### src/rtl/dmem_bus_ctrl_pkg.sv
// Shared types and constants for the data-memory bus controller.
package dmem_bus_ctrl_pkg;

    localparam int unsigned DATA_W          = 32;
    localparam int unsigned ADDR_W          = 32;
    localparam int unsigned MASK_W          = DATA_W / 8;
    localparam int unsigned CNT_W           = 10;
    localparam int unsigned TIMEOUT_DEFAULT = 255;

    typedef enum logic [1:0] {
        ST_IDLE = 2'd0,
        ST_REQ  = 2'd1,
        ST_RESP = 2'd2
    } state_e;

    // Latched bus command, held stable for the whole REQ phase
    typedef struct packed {
        logic              we;
        logic [ADDR_W-1:0] addr;
        logic [DATA_W-1:0] wdata;
        logic [MASK_W-1:0] be;
    } bus_cmd_t;

endpackage

### src/rtl/dmem_bus_ctrl_if.sv
// Single-outstanding request/ack memory bus between the controller and a slave.
interface dmem_bus_ctrl_if;
    import dmem_bus_ctrl_pkg::*;

    logic              bus_req;
    logic              bus_we;
    logic [ADDR_W-1:0] bus_addr;
    logic [DATA_W-1:0] bus_wdata;
    logic [MASK_W-1:0] bus_be;
    logic              bus_ack;
    logic [DATA_W-1:0] bus_rdata;

    modport master (
        output bus_req, bus_we, bus_addr, bus_wdata, bus_be,
        input  bus_ack, bus_rdata
    );

    modport slave (
        input  bus_req, bus_we, bus_addr, bus_wdata, bus_be,
        output bus_ack, bus_rdata
    );

endinterface

### src/rtl/dmem_lane_align.sv
// Load alignment: zero unselected bytes, then shift down to the lowest selected lane.
module dmem_lane_align
    import dmem_bus_ctrl_pkg::*;
(
    input  logic [MASK_W-1:0] mask,
    input  logic [DATA_W-1:0] raw,
    output logic [DATA_W-1:0] aligned_c
);

    localparam int unsigned IDX_W = $clog2(MASK_W);

    logic [DATA_W-1:0] masked;
    logic [IDX_W-1:0]  low_idx;

    always_comb begin
        masked  = '0;
        low_idx = '0;
        for (int i = 0; i < int'(MASK_W); i++) begin
            masked[8*i +: 8] = mask[i] ? raw[8*i +: 8] : 8'h00;
        end
        // Descending scan leaves the lowest set lane in low_idx
        for (int i = int'(MASK_W) - 1; i >= 0; i--) begin
            if (mask[i]) begin
                low_idx = IDX_W'(i);
            end
        end
        aligned_c = masked >> {low_idx, 3'b000};
    end

endmodule

### src/rtl/dmem_bus_ctrl.sv
// MEM-stage to memory-bus bridge: one access at a time, stalls the pipeline, times out.
module dmem_bus_ctrl
    import dmem_bus_ctrl_pkg::*;
#(
    parameter int unsigned TIMEOUT = TIMEOUT_DEFAULT
) (
    input  logic              clk,
    input  logic              rst,
    input  logic              memCe,
    input  logic              memWr,
    input  logic              memRr,
    input  logic [ADDR_W-1:0] memAddr,
    input  logic [DATA_W-1:0] wtData,
    input  logic [MASK_W-1:0] w_mask,
    input  logic [MASK_W-1:0] r_mask,
    output logic [DATA_W-1:0] rdData,
    output logic              rdValid,
    output logic              stall,
    output logic              bus_err,
    dmem_bus_ctrl_if.master   bus
);

    state_e            state_q, state_d;
    logic [CNT_W-1:0]  cnt_q, cnt_d;
    bus_cmd_t          cmd_q, cmd_d;
    logic              bus_req_q, bus_req_d;
    logic              rd_valid_q, rd_valid_d;
    logic              bus_err_q, bus_err_d;
    logic [DATA_W-1:0] rd_data_q, rd_data_d;

    logic [MASK_W-1:0] sel_mask;
    logic              accept_c;
    logic              illegal_c;
    logic              timeout_hit;
    logic [DATA_W-1:0] aligned_c;

    assign sel_mask    = memWr ? w_mask : r_mask;
    assign accept_c    = memCe && (memWr ^ memRr) && (|sel_mask);
    assign illegal_c   = memCe && memWr && memRr;
    assign timeout_hit = (cnt_q == CNT_W'(TIMEOUT - 1));

    dmem_lane_align u_align (
        .mask      (cmd_q.be),
        .raw       (bus.bus_rdata),
        .aligned_c (aligned_c)
    );

    always_ff @(posedge clk) begin
        if (rst) begin
            state_q    <= ST_IDLE;
            cnt_q      <= '0;
            cmd_q      <= '0;
            bus_req_q  <= 1'b0;
            rd_valid_q <= 1'b0;
            bus_err_q  <= 1'b0;
            rd_data_q  <= '0;
        end else begin
            state_q    <= state_d;
            cnt_q      <= cnt_d;
            cmd_q      <= cmd_d;
            bus_req_q  <= bus_req_d;
            rd_valid_q <= rd_valid_d;
            bus_err_q  <= bus_err_d;
            rd_data_q  <= rd_data_d;
        end
    end

    always_comb begin
        state_d = state_q;
        case (state_q)
            ST_IDLE: if (accept_c) state_d = ST_REQ;
            ST_REQ:  if (bus.bus_ack || timeout_hit) state_d = ST_RESP;
            ST_RESP: state_d = ST_IDLE;
            default: state_d = ST_IDLE;
        endcase
    end

    // Datapath and registered-output next values; ack takes priority over timeout
    always_comb begin
        cmd_d      = cmd_q;
        cnt_d      = cnt_q;
        bus_req_d  = 1'b0;
        rd_valid_d = 1'b0;
        bus_err_d  = 1'b0;
        rd_data_d  = rd_data_q;
        stall      = 1'b0;
        case (state_q)
            ST_IDLE: begin
                if (accept_c) begin
                    stall       = 1'b1;
                    cmd_d.we    = memWr;
                    cmd_d.addr  = memAddr & ~ADDR_W'(3);
                    cmd_d.wdata = wtData;
                    cmd_d.be    = sel_mask;
                    cnt_d       = '0;
                    bus_req_d   = 1'b1;
                end else if (illegal_c) begin
                    bus_err_d = 1'b1;
                end
            end
            ST_REQ: begin
                stall = 1'b1;
                if (bus.bus_ack) begin
                    rd_valid_d = !cmd_q.we;
                    if (!cmd_q.we) rd_data_d = aligned_c;
                end else if (timeout_hit) begin
                    bus_err_d  = 1'b1;
                    rd_valid_d = !cmd_q.we;
                    if (!cmd_q.we) rd_data_d = '0;
                end else begin
                    bus_req_d = 1'b1;
                    cnt_d     = cnt_q + CNT_W'(1);
                end
            end
            default: ;
        endcase
    end

    assign rdData        = rd_data_q;
    assign rdValid       = rd_valid_q;
    assign bus_err       = bus_err_q;
    assign bus.bus_req   = bus_req_q;
    assign bus.bus_we    = cmd_q.we;
    assign bus.bus_addr  = cmd_q.addr;
    assign bus.bus_wdata = cmd_q.wdata;
    assign bus.bus_be    = cmd_q.be;

endmodule
### src/flat_wrapper.sv
// flat-port wrapper written by rule: the top's interface ports become plain ports
module dmem_bus_ctrl_flat import dmem_bus_ctrl_pkg::*;
#(
    parameter int unsigned TIMEOUT = TIMEOUT_DEFAULT
)
  (clk, rst, memCe, memWr, memRr, memAddr, wtData, w_mask, r_mask, rdData, rdValid, stall, bus_err, bus_bus_req, bus_bus_we, bus_bus_addr, bus_bus_wdata, bus_bus_be, bus_bus_ack, bus_bus_rdata);
  dmem_bus_ctrl_if bus_i ();
  input  logic clk;
  input  logic rst;
  input  logic memCe;
  input  logic memWr;
  input  logic memRr;
  input  logic [ADDR_W-1:0] memAddr;
  input  logic [DATA_W-1:0] wtData;
  input  logic [MASK_W-1:0] w_mask;
  input  logic [MASK_W-1:0] r_mask;
  output logic [DATA_W-1:0] rdData;
  output logic rdValid;
  output logic stall;
  output logic bus_err;
  output wire logic [$bits(bus_i.bus_req)-1:0] bus_bus_req;
  output wire logic [$bits(bus_i.bus_we)-1:0] bus_bus_we;
  output wire logic [$bits(bus_i.bus_addr)-1:0] bus_bus_addr;
  output wire logic [$bits(bus_i.bus_wdata)-1:0] bus_bus_wdata;
  output wire logic [$bits(bus_i.bus_be)-1:0] bus_bus_be;
  input wire logic [$bits(bus_i.bus_ack)-1:0] bus_bus_ack;
  input wire logic [$bits(bus_i.bus_rdata)-1:0] bus_bus_rdata;
  assign bus_bus_req = bus_i.bus_req;
  assign bus_bus_we = bus_i.bus_we;
  assign bus_bus_addr = bus_i.bus_addr;
  assign bus_bus_wdata = bus_i.bus_wdata;
  assign bus_bus_be = bus_i.bus_be;
  assign bus_i.bus_ack = bus_bus_ack;
  assign bus_i.bus_rdata = bus_bus_rdata;
  dmem_bus_ctrl #(.TIMEOUT(TIMEOUT)) u_core (.clk(clk), .rst(rst), .memCe(memCe), .memWr(memWr), .memRr(memRr), .memAddr(memAddr), .wtData(wtData), .w_mask(w_mask), .r_mask(r_mask), .rdData(rdData), .rdValid(rdValid), .stall(stall), .bus_err(bus_err), .bus(bus_i));
endmodule
### config.mk
export PLATFORM = sky130hd
export DESIGN_NAME = dmem_bus_ctrl_flat
export DESIGN_NICKNAME = d
export VERILOG_FILES = /design/src/rtl/dmem_bus_ctrl_pkg.sv /design/src/rtl/dmem_bus_ctrl_if.sv /design/src/rtl/dmem_lane_align.sv /design/src/rtl/dmem_bus_ctrl.sv /design/src/flat_wrapper.sv
export SDC_FILE = /design/constraint.sdc
export NUM_CORES = 1
export LEC_CHECK = 0
export ABC_AREA = 1
export CORE_MARGIN = 2
export CORE_UTILIZATION = 25
export DETAILED_ROUTE_END_ITERATION = 12
export PLACE_DENSITY = 0.48
export SLEW_MARGIN = 20
export SYNTH_ARGS = -nofsm -noshare
export SYNTH_HDL_FRONTEND = slang
export SYNTH_HIERARCHICAL = 1
export SYNTH_SLANG_ARGS = --single-unit
### constraint.sdc
create_clock -name clk -period 1.5 [get_ports clk]
set_clock_uncertainty 0.05 [all_clocks]
set_input_delay 0.15 -clock clk [delete_from_list [all_inputs] [get_ports clk]]
set_output_delay 0.15 -clock clk [all_outputs]
set_load 0.03 [all_outputs]
== After elaboration in Yosys (flattened, before gate mapping) ==
Index checks and enable logic that the tools add are counted.

* Add/subtract/negate cells: 1
* Muxes and demuxes: 32
* Shifts and indexed selects: 1
* Bitwise logic cells: 3
* Reduce and logical (&&, ||, !) cells: 15
* Eq/ne operators: 6

{| class="wikitable"
|+ Operator list
! operator !! count
|-
| $mux 32 || 4
|-
| $mux 8 || 4
|-
| $shr 32x5->32 || 1
|-
| $mux 10 || 3
|-
| $pmux 10 s2 || 1
|-
| $mux 2 || 6
|-
| $add 10x1->10 const B || 1
|-
| $eq 10x8->1 const B || 1
|-
| $mux 1 || 9
|-
| $pmux 1 s2 || 3
|-
| $logic_and 1x1->1 || 4
|-
| $mux 4 || 1
|-
| $ne 2x1->1 const B || 2
|-
| $ne 2x2->1 const B || 2
|-
| $pmux 2 s2 || 1
|-
| $reduce_and 2->1 || 2
|-
| $reduce_and 4->1 || 1
|-
| $reduce_bool 2->1 || 2
|-
| $reduce_or 4->1 || 1
|-
| $reduce_and 3->1 || 1
|-
| $eq 2x1->1 const B || 1
|-
| $logic_not 2->1 || 1
|-
| $not 1->1 || 2
|-
| $reduce_or 2->1 || 1
|-
| other kinds (3) || 3
|}

* Input bits: 110
* Output and inout bits: 105
* Register bits: 114
* Logic and storage cells: 68

== Depth between registers and ports, before layout ==
Gate-level depths: netlist (run 1).

* Depth in word-level cells: 7
* Depth in mapped cells: 13
* Mapped depth without buffers: 11

== Hierarchy ==
The synthesis (run 1) kept the hierarchy.

{| class="wikitable"
|+ By module, submodules not included
! module !! instances !! cells an instance !! area an instance (um^2)
|-
| dmem_bus_ctrl || 1 || 647 || 4839.6
|-
| dmem_lane_align || 1 || 167 || 800.8
|}

== Worst setup path before layout (run 1) ==
No wires, ideal clock.

* Kind: register to register
* From: reg u_core.cmd_q, in the netlist u_core/bus.bus_be[3]
* To: reg u_core.rd_data_q[15], in the netlist u_core/rdData[15]
* Data required time: 1.380 ns
* Data arrival time: 1.575 ns
* Stages on the path, launching flop included: 11
* Slack: -0.195 ns
* Period minus slack after synthesis: 1.695 ns
* Cells stage by stage: dfxtp_1 buf_4 nor2_1 nor3_4 buf_6 nand3_1 nand3_1 nand2_1 inv_1 nand4_1 a21oi_1

* Longest elaborated chain between the ends: 7
* Elaborated cells between the ends (all ways): 8
* Those cells by class: shift: 1; mux: 7

{| class="wikitable"
|+ Ends and longest elaborated chain
! what !! line !! text
|-
| start, declared || dmem_bus_ctrl.sv:25 || <nowiki>bus_cmd_t cmd_q, cmd_d;</nowiki>
|-
| start signal, assigned || dmem_bus_ctrl.sv:60 || <nowiki>cmd_q <= cmd_d;</nowiki>
|-
| $mux 2 (4 in a row) || dmem_lane_align.sv:23 || <nowiki>if (mask[i]) begin</nowiki>
|-
| $shr 32x5->32 (*) || dmem_lane_align.sv:27 || <nowiki>aligned_c = masked >> {low_idx, 3'b000};</nowiki>
|-
| via u_core.aligned_c[15] || dmem_bus_ctrl.sv:35 || <nowiki>logic [DATA_W-1:0] aligned_c;</nowiki>
|-
| $mux 32 (*) || dmem_bus_ctrl.sv:105 || <nowiki>if (!cmd_q.we) rd_data_d = aligned_c;</nowiki>
|-
| $mux 32 (*) || dmem_bus_ctrl.sv:103 || <nowiki>if (bus.bus_ack) begin</nowiki>
|-
| end signal, assigned || dmem_bus_ctrl.sv:64 || <nowiki>rd_data_q <= rd_data_d;</nowiki>
|-
| end, declared || dmem_bus_ctrl.sv:29 || <nowiki>logic [DATA_W-1:0] rd_data_q, rd_data_d;</nowiki>
|}

Mark *: on every way through the listed nets, which the timed path passes. The rest lies on a longest branch. The select of a mux whose other input is x is not followed.
A chain may end at the register's enable or synchronous reset.

== Worst setup path after layout (run 1) ==
* From: reg u_core.cnt_q[0]
* To: reg u_core.rd_data_q[0], in the netlist u_core/rdData[0]

* Longest elaborated chain between the ends: 3

{| class="wikitable"
|+ Ends and longest elaborated chain
! what !! line !! text
|-
| start, declared || dmem_bus_ctrl.sv:24 || <nowiki>logic [CNT_W-1:0] cnt_q, cnt_d;</nowiki>
|-
| start signal, assigned || dmem_bus_ctrl.sv:59 || <nowiki>cnt_q <= cnt_d;</nowiki>
|-
| $eq 10x8->1 || dmem_bus_ctrl.sv:40 || <nowiki>assign timeout_hit = (cnt_q == CNT_W'(TIMEOUT - 1));</nowiki>
|-
| $reduce_bool 2->1 (no line) || - ||
|-
| $reduce_and 3->1 (no line) || - ||
|}

No other way between the ends.

==> results of run 1 <==
stage by stage:
stage / std cells / cell area [sq um] / utilization, %
CTS: 1355 / 9374 / 42.69
detailed placement: 1311 / 8494 / 38.68
global placement: 1311 / 8494 / 38.68
floorplan: 815 / 5687 / -
global route: 1365 / 9573 / 43.60
finish: 1365 / 9573 / 43.60
worst register-to-register path, stage by stage (launching register included):
cell and delay (ps):
dfxtp_2 320, inv_2 70, ha_4 120, nand3_2 60, nand3b_4 180, nand2_4 90, nand3_4 130, buf_6 180
buf_16 140, nand2_4 50, nand2_2 40, nor2_2 100
cells by family after synthesis:
| logic type | share of synthesized area [%] |
|---|---|
| DFF | 40.46 |
| other | 0.06648 |
| buffers and inverters | 10.54 |
| AOI/OAI and AO/OA | 9.539 |
| adders and majority gates | 0.4436 |
| and+or+nand+nor | 38.95 |
flip-flops by register name, indices dropped and copies added, names as in the netlist, 2 cells and up:
| signal | count |
|---|---|
| u_core/bus.bus_wdata | 32 |
| u_core/rdData | 32 |
| u_core/bus.bus_addr | 30 |
| u_core/cnt_q | 10 |
| u_core/bus.bus_be | 4 |
| u_core/state_q | 2 |
per-layer routing:
metal | GRT usage (%) | wire, um | vias up
li1 | - | - | 3230
met5 | 0 | 0 | -
met3 | 5.800 | 1462 | 16
met2 | 28.57 | 9755 | 161
met1 | 20.92 | 9117 | 2868
met4 | 5.207 | 311 | 0
layout make-up:
class	instances	area [sq um]	area share, %
Timing Repair Buffer	309	3034	31.70
Tap cell	280	350.3	3.660
Inverter	52	195.2	2.039
Multi-Input combinational cell	579	3089	32.27
Clock inverter	11	126.4	1.320
Clock buffer	20	478.0	4.993
Sequential cell	114	2300	24.02
cells in the mapped netlist, drive strengths merged:
cell,number
clkbuf,29
o21ai,4
nand2,231
clkinv,2
ha,2
buf,42
a21oi,102
or2,1
nand4,88
nor3b,3
nand3b,3
nor3,3
dfxtp,114
inv,50
o21bai,1
conb,1
nand3,73
nor2,65
power groups by stage:
stage | logic (uW) | registers, uW | clock network (uW)
floorplan | 795 | 3560 | 0
global placement | 2000 | 3320 | 0
detailed placement | 1990 | 3320 | 0
CTS | 2010 | 3260 | 4260
global route | 2230 | 3280 | 4380
finish | 2060 | 3260 | 4130
worst paths after layout:
| check | startpoint | endpoint | slack [ps] | cells after the start |
|---|---|---|---|---|
| worst min register to register | u_core/bus.bus_wdata[30] | u_core/bus.bus_wdata[30] | 410 | 2 |
| worst max register to register | u_core/cnt_q[0] | u_core/rdData[0] | -100 | 11 |
| worst min-delay path | rst | u_core/bus.bus_be[2] | 120 | 3 |
| worst max-delay path | u_core/cnt_q[0] | u_core/rdData[0] | -100 | 11 |
repair_timing:
item,4_1_cts,5_1_grt
cloned,6,0
endpoints found under the setup margin,154,44
hold buffers,0,0
gates resized for setup,161,41
pin swaps,17,19
setup buffers,7,12
==> results.py, run 1 <==
metrics = {
    "logic_synthesis": {
        "syn_inst": 814,
        "synth_top_area_share_pct": 40.46,
        "ys_warn_count": 6,
        "yosysTopAreaCell": "dfxtp_1",
        "synth_cell_types": 30,
        "synth_seq_cells": 114,
        "avgSynthCellArea_sq_um": 6.929,
        "synthTopCellsByArea": "dfxtp_1 40%, nand2_1 15%, nand4_1 9.8%, a21oi_1 9.1%, nand3_1 6.2%",
        "synth.cell_area_sq_um": 5640,
        "ys_seq_area_share_pct": 40.46,
    },
    "global_route": {
        "grt_pass1_vias": 6113,
        "grt_max_degree": 37,
        "gr-total-overflow": 0,
        "grtUsageTotal_pct": 17.13,
        "grt_pass1_wl_mm": 32.53,
        "antenna_found_initial": 0,
    },
    "routing": {
        "post_drt_wl_per_cell_um": 15.13,
        "via_per_inst": 4.597,
        "antenna_left": 0,
        "via_count": 6275,
        "first_iter_violations": 282,
        "drc_errors": 0,
        "routed_wl_mm": 20.65,
        "drt_pass1_iterations": 4,
    },
    "power_and_ir_drop": {
        "finalPower_uw": 9457,
        "p_leak_uw": 0.004396,
        "worst_ir_drop_vdd_uv": 756.1,
        "swShare_pct": 28.99,
        "combPwrFrac_pct": 21.8,
        "switching_power_uw": 2741,
        "seqPwrFrac_pct": 34.5,
        "power.density_nw_per_um2": 987.8,
        "p_int_uw": 6715,
        "p_clk_share_pct": 43.7,
    },
    "setup_path": {
        "path_cells": "inv_2, ha_4, nand3_2, nand3b_4, nand2_4, nand3_4, buf_6, buf_16, nand2_4, nand2_2, nor2_2",
        "critPathTopFamily": "simple AND/OR/NAND/NOR gates",
        "path_buf_inv": 3,
        "start_kind": "flop",
        "crit_path_end_kind": "flop",
        "cp.arrival_ps": 1900,
        "crit_path_max_fanout": 6,
        "required_ps": 1800,
        "cp_slowest_cell": "dfxtp_2",
        "cp_common_cell": "nand2_4",
        "crit_type": "reg2reg",
        "cpPeakStageDelay_ps": 320,
    },
    "floorplanning": {
        "start_util_pct": 25.69,
        "dieArea_sq_um": 23780,
        "design.portCount": 215,
        "die_y_um": 154.2,
        "die_x_um": 154.2,
        "num_rows": 54,
        "core_sq_um": 21960,
    },
    "sta": {
        "finalMaxSlewViolations": 0,
        "final.setup.tns_ps": -1996,
        "setup_viol": 31,
        "min_period_ps": 1601,
        "max_freq_mhz": 624.6,
        "finalHoldViolCount": 0,
        "holdWs_ps": 122.4,
        "min_period_over_period_pct": 106.7,
        "fin_ws_ps": -101.1,
        "rsz0062_at_grt": "yes",
    },
    "clock_network": {
        "clk_pin_slew_ps": 60,
        "numCtsBuffers": 17,
        "cts_tree": "done",
        "insertion_delay_ps": 410,
        "clkSinkCount": 114,
        "clockRootBuffer": "clkbuf_16",
        "clock_path_buffers": 2,
        "htreeDepth": 4,
    },
    "place": {
        "place_congestion": 0.7711,
        "hpwl_mm": 14.57,
        "place_ws_ps": -485.6,
        "numPortBuffers": 210,
    },
    "finish": {
        "diodes": 0,
        "drive_gt1_share_pct": 21.11,
        "area.growth.synth_to_final_pct": 69.72,
        "layout.nets": 1185,
        "final_common_cell": "nand2_1",
        "final_cell_mix": "199 x nand2_1, 106 x dfxtp_1, 101 x clkdlybuf4s50_1",
        "fillers": 2322,
    },
    "worst_hold_path": {
        "hp-class": "in2reg",
    },
    "job": {
        "drv_cap": 0,
    },
    "outcome": {
        "run_status": "finished, violations left",
        "violations": "setup timing",
    },
}
Note: power is estimated with default switching activity, not from simulation.
==> run 2: changes to the inputs <==
--- a/config.mk
+++ b/config.mk
@@ -7,8 +7,10 @@
 export LEC_CHECK = 0
 export ABC_AREA = 1
+export CORE_ASPECT_RATIO = 1.25
 export CORE_MARGIN = 2
 export CORE_UTILIZATION = 25
 export DETAILED_ROUTE_END_ITERATION = 12
-export PLACE_DENSITY = 0.48
+export DONT_BUFFER_PORTS = 1
+export PLACE_DENSITY = 0.36
 export SLEW_MARGIN = 20
 export SYNTH_ARGS = -nofsm -noshare
==> constraint.sdc (replaced) <==
create_clock -name clk -period 1.5 [get_ports clk]
set_clock_uncertainty 0.05 [all_clocks]
set_input_delay 0.3 -clock clk [delete_from_list [all_inputs] [get_ports clk]]
set_output_delay 0.3 -clock clk [all_outputs]
set_load 0.03 [all_outputs]
==> run 2 against run 1 <==
  * The flow finishes with violations (hold timing, setup timing)
  * Non-clock buffer count is 228 lower
  * Flip-flop and latch count stayed put
  * Die area hardly changed
  * Global-route usage is 1.1 points lower
  * Utilization is 10 points lower
  * Critical endpoint is now u_core/cnt_q[8]
  * Largest cell class unchanged
  * Highest routed layer unchanged
==> results.py, run 2 (synthesis results as in run 1) <==
metrics = {
    "global_route": {
        "grt_pass1_wl_mm": 30.59,
        "grtUsageTotal_pct": 16.05,
        "gr-total-overflow": 0,
        "grt_max_degree": 91,
        "antenna_found_initial": 0,
        "grt_pass1_vias": 5628,
    },
    "clock_network": {
        "clkSinkCount": 114,
        "numCtsBuffers": 17,
        "htreeDepth": 4,
        "cts_tree": "done",
        "insertion_delay_ps": 410,
        "clk_pin_slew_ps": 60,
        "clock_path_buffers": 2,
        "clockRootBuffer": "clkbuf_16",
    },
    "sta": {
        "finalHoldViolCount": 87,
        "rsz0062_at_grt": "yes",
        "tightest_slew_ps": 988.2,
        "holdWs_ps": -96.38,
        "fin_ws_ps": -127.1,
        "max_freq_mhz": 614.6,
        "setup_viol": 39,
        "maxSlewHeadroom_pct": 33.90,
        "finalMaxSlewViolations": 0,
        "min_period_over_period_pct": 108.5,
        "min_period_ps": 1627,
    },
    "place": {
        "place_ws_ps": -132.9,
        "hpwl_mm": 13.12,
        "numPortBuffers": 0,
        "place_congestion": 0.8423,
        "placedCellCount": 1089,
    },
    "floorplanning": {
        "dieArea_sq_um": 23790,
        "num_rows": 61,
        "die_x_um": 138.3,
        "core_sq_um": 22210,
        "die_y_um": 171.9,
        "start_util_pct": 25.40,
        "design.portCount": 215,
    },
    "power_and_ir_drop": {
        "seqPwrFrac_pct": 37.9,
        "p_clk_share_pct": 49.0,
        "p_leak_uw": 0.003064,
        "power.density_nw_per_um2": 1246,
        "worst_ir_drop_vdd_uv": 749.1,
        "combPwrFrac_pct": 13.1,
        "swShare_pct": 28.85,
        "p_int_uw": 6619,
        "switching_power_uw": 2683,
    },
    "setup_path": {
        "crit_path_end_kind": "flop",
        "timing.rr.start": "u_core/cnt_q[0]",
        "cp.arrival_ps": 1860,
        "start_kind": "flop",
        "reg2reg_depth": 11,
        "crit_type": "reg2reg",
        "regToRegSetupSlack_ps": -130,
        "required_ps": 1740,
        "crit_path_max_fanout": 6,
        "r2r_end": "u_core/cnt_q[8]",
    },
    "worst_hold_path": {
        "whs_path_depth": 1,
        "hold_end": "u_core/bus.bus_wdata[11]",
        "hp-class": "in2reg",
        "hold_path.startpoint": "rst",
    },
    "routing": {
        "drc_errors": 0,
        "post_drt_wl_per_cell_um": 16.87,
        "antenna_left": 0,
        "via_count": 5612,
        "drt_pass1_iterations": 5,
        "via_per_inst": 4.918,
        "first_iter_violations": 204,
        "routed_wl_mm": 19.25,
    },
    "finish": {
        "instances_no_fill": 1141,
        "drive_gt1_share_pct": 24.48,
        "layout.nets": 958,
        "final_common_cell": "nand2_1",
        "final_cell_mix": "199 x nand2_1, 107 x dfxtp_1, 88 x nand4_1",
        "area.growth.synth_to_final_pct": 32.39,
        "multi_input_area_sq_um": 3148,
        "fillers": 2368,
        "diodes": 0,
        "area.sequential_sq_um": 2298,
    },
    "job": {
        "drv_cap": 0,
    },
    "outcome": {
        "violations": "hold timing, setup timing",
        "run_status": "finished, violations left",
    },
}
-- run 2: changes by cell type in the layout (fill, tap and decap cells not counted), sizes merged, moves of 4 or more --
cell / delta
clkdlybuf4s50: -101
buf: -25
clkinvlp: -4
dlygate4sd2: -99
clkbuf: -5
-- run 2: worst max path at each step --
stage	start	end	slack [ps]	depth (start not counted)
after floorplan	u_core/bus.bus_be[0]	u_core/rdData[15]	-6	9
after global placement	memRr	u_core/cnt_q[1]	-110	8
after detailed placement	memRr	u_core/cnt_q[1]	-130	8
after CTS	u_core/state_q[0]	stall	-110	6
after global routing	u_core/cnt_q[0]	u_core/cnt_q[8]	-220	12
final	u_core/cnt_q[0]	u_core/cnt_q[8]	-130	11
-- run 2: repair_timing --
item                                    4_1_cts  5_1_grt
pin swaps                                    23       20
gates cloned                                  5        0
setup buffers                                14        2
resized for setup                            61       54
endpoints found under the setup margin       35       46
hold buffers                                  2        1
hold endpoints to repair                    106       88
-- run 2: worst max-delay path, cell delays in order, from the launching register on --
cell	delay, ps
dfxtp_2	330
inv_2	80
ha_4	130
nand3_2	70
nand3b_4	170
buf_4	140
buf_6	110
nand3_4	70
nand2_4	90
buf_12	140
nor2_1	80
nor2_1	50
-- run 2: metal layers --
| layer | part of all wire, % | global-route usage [%] | vias up |
|---|---|---|---|
| li1 | - | - | 2783 |
| met4 | 1.3 | 5.413 | 0 |
| met3 | 8.4 | 5.428 | 16 |
| met5 | 0 | 0 | - |
| met1 | 40 | 18.59 | 2611 |
| met2 | 50 | 27.89 | 202 |
-- run 2: power by group through the flow --
| stage | clock (uW) | combinational [uW] | sequential (uW) |
|---|---|---|---|
| floorplan | 0 | 807 | 3560 |
| global placement | 0 | 1050 | 3580 |
| detailed placement | 0 | 1070 | 3580 |
| CTS | 4700 | 1180 | 3520 |
| global route | 4820 | 1360 | 3540 |
| finish | 4560 | 1220 | 3520 |
-- run 2: per-stage QoR --
stage	TNS, ps	instance area, sq um	util (%)	total power (uW)
floorplan	-18.48	5710	-	4369
global placement	-2980	6192	27.88	4635
detailed placement	-5064	6192	27.88	4649
CTS	-1375	7262	32.70	9401
global route	-5919	7467	33.62	9722
finish	-2554	7467	33.62	9303
-- run 2: layout make-up --
| class | instances | share of cell area (%) |
|---|---|---|
| clock inverter | 14 | 3.016 |
| timing repair buffer | 81 | 10.86 |
| inverter | 52 | 2.748 |
| sequential | 114 | 30.78 |
| clock buffer | 17 | 5.697 |
| tap | 283 | 4.742 |
| multi-input combinational | 580 | 42.16 |
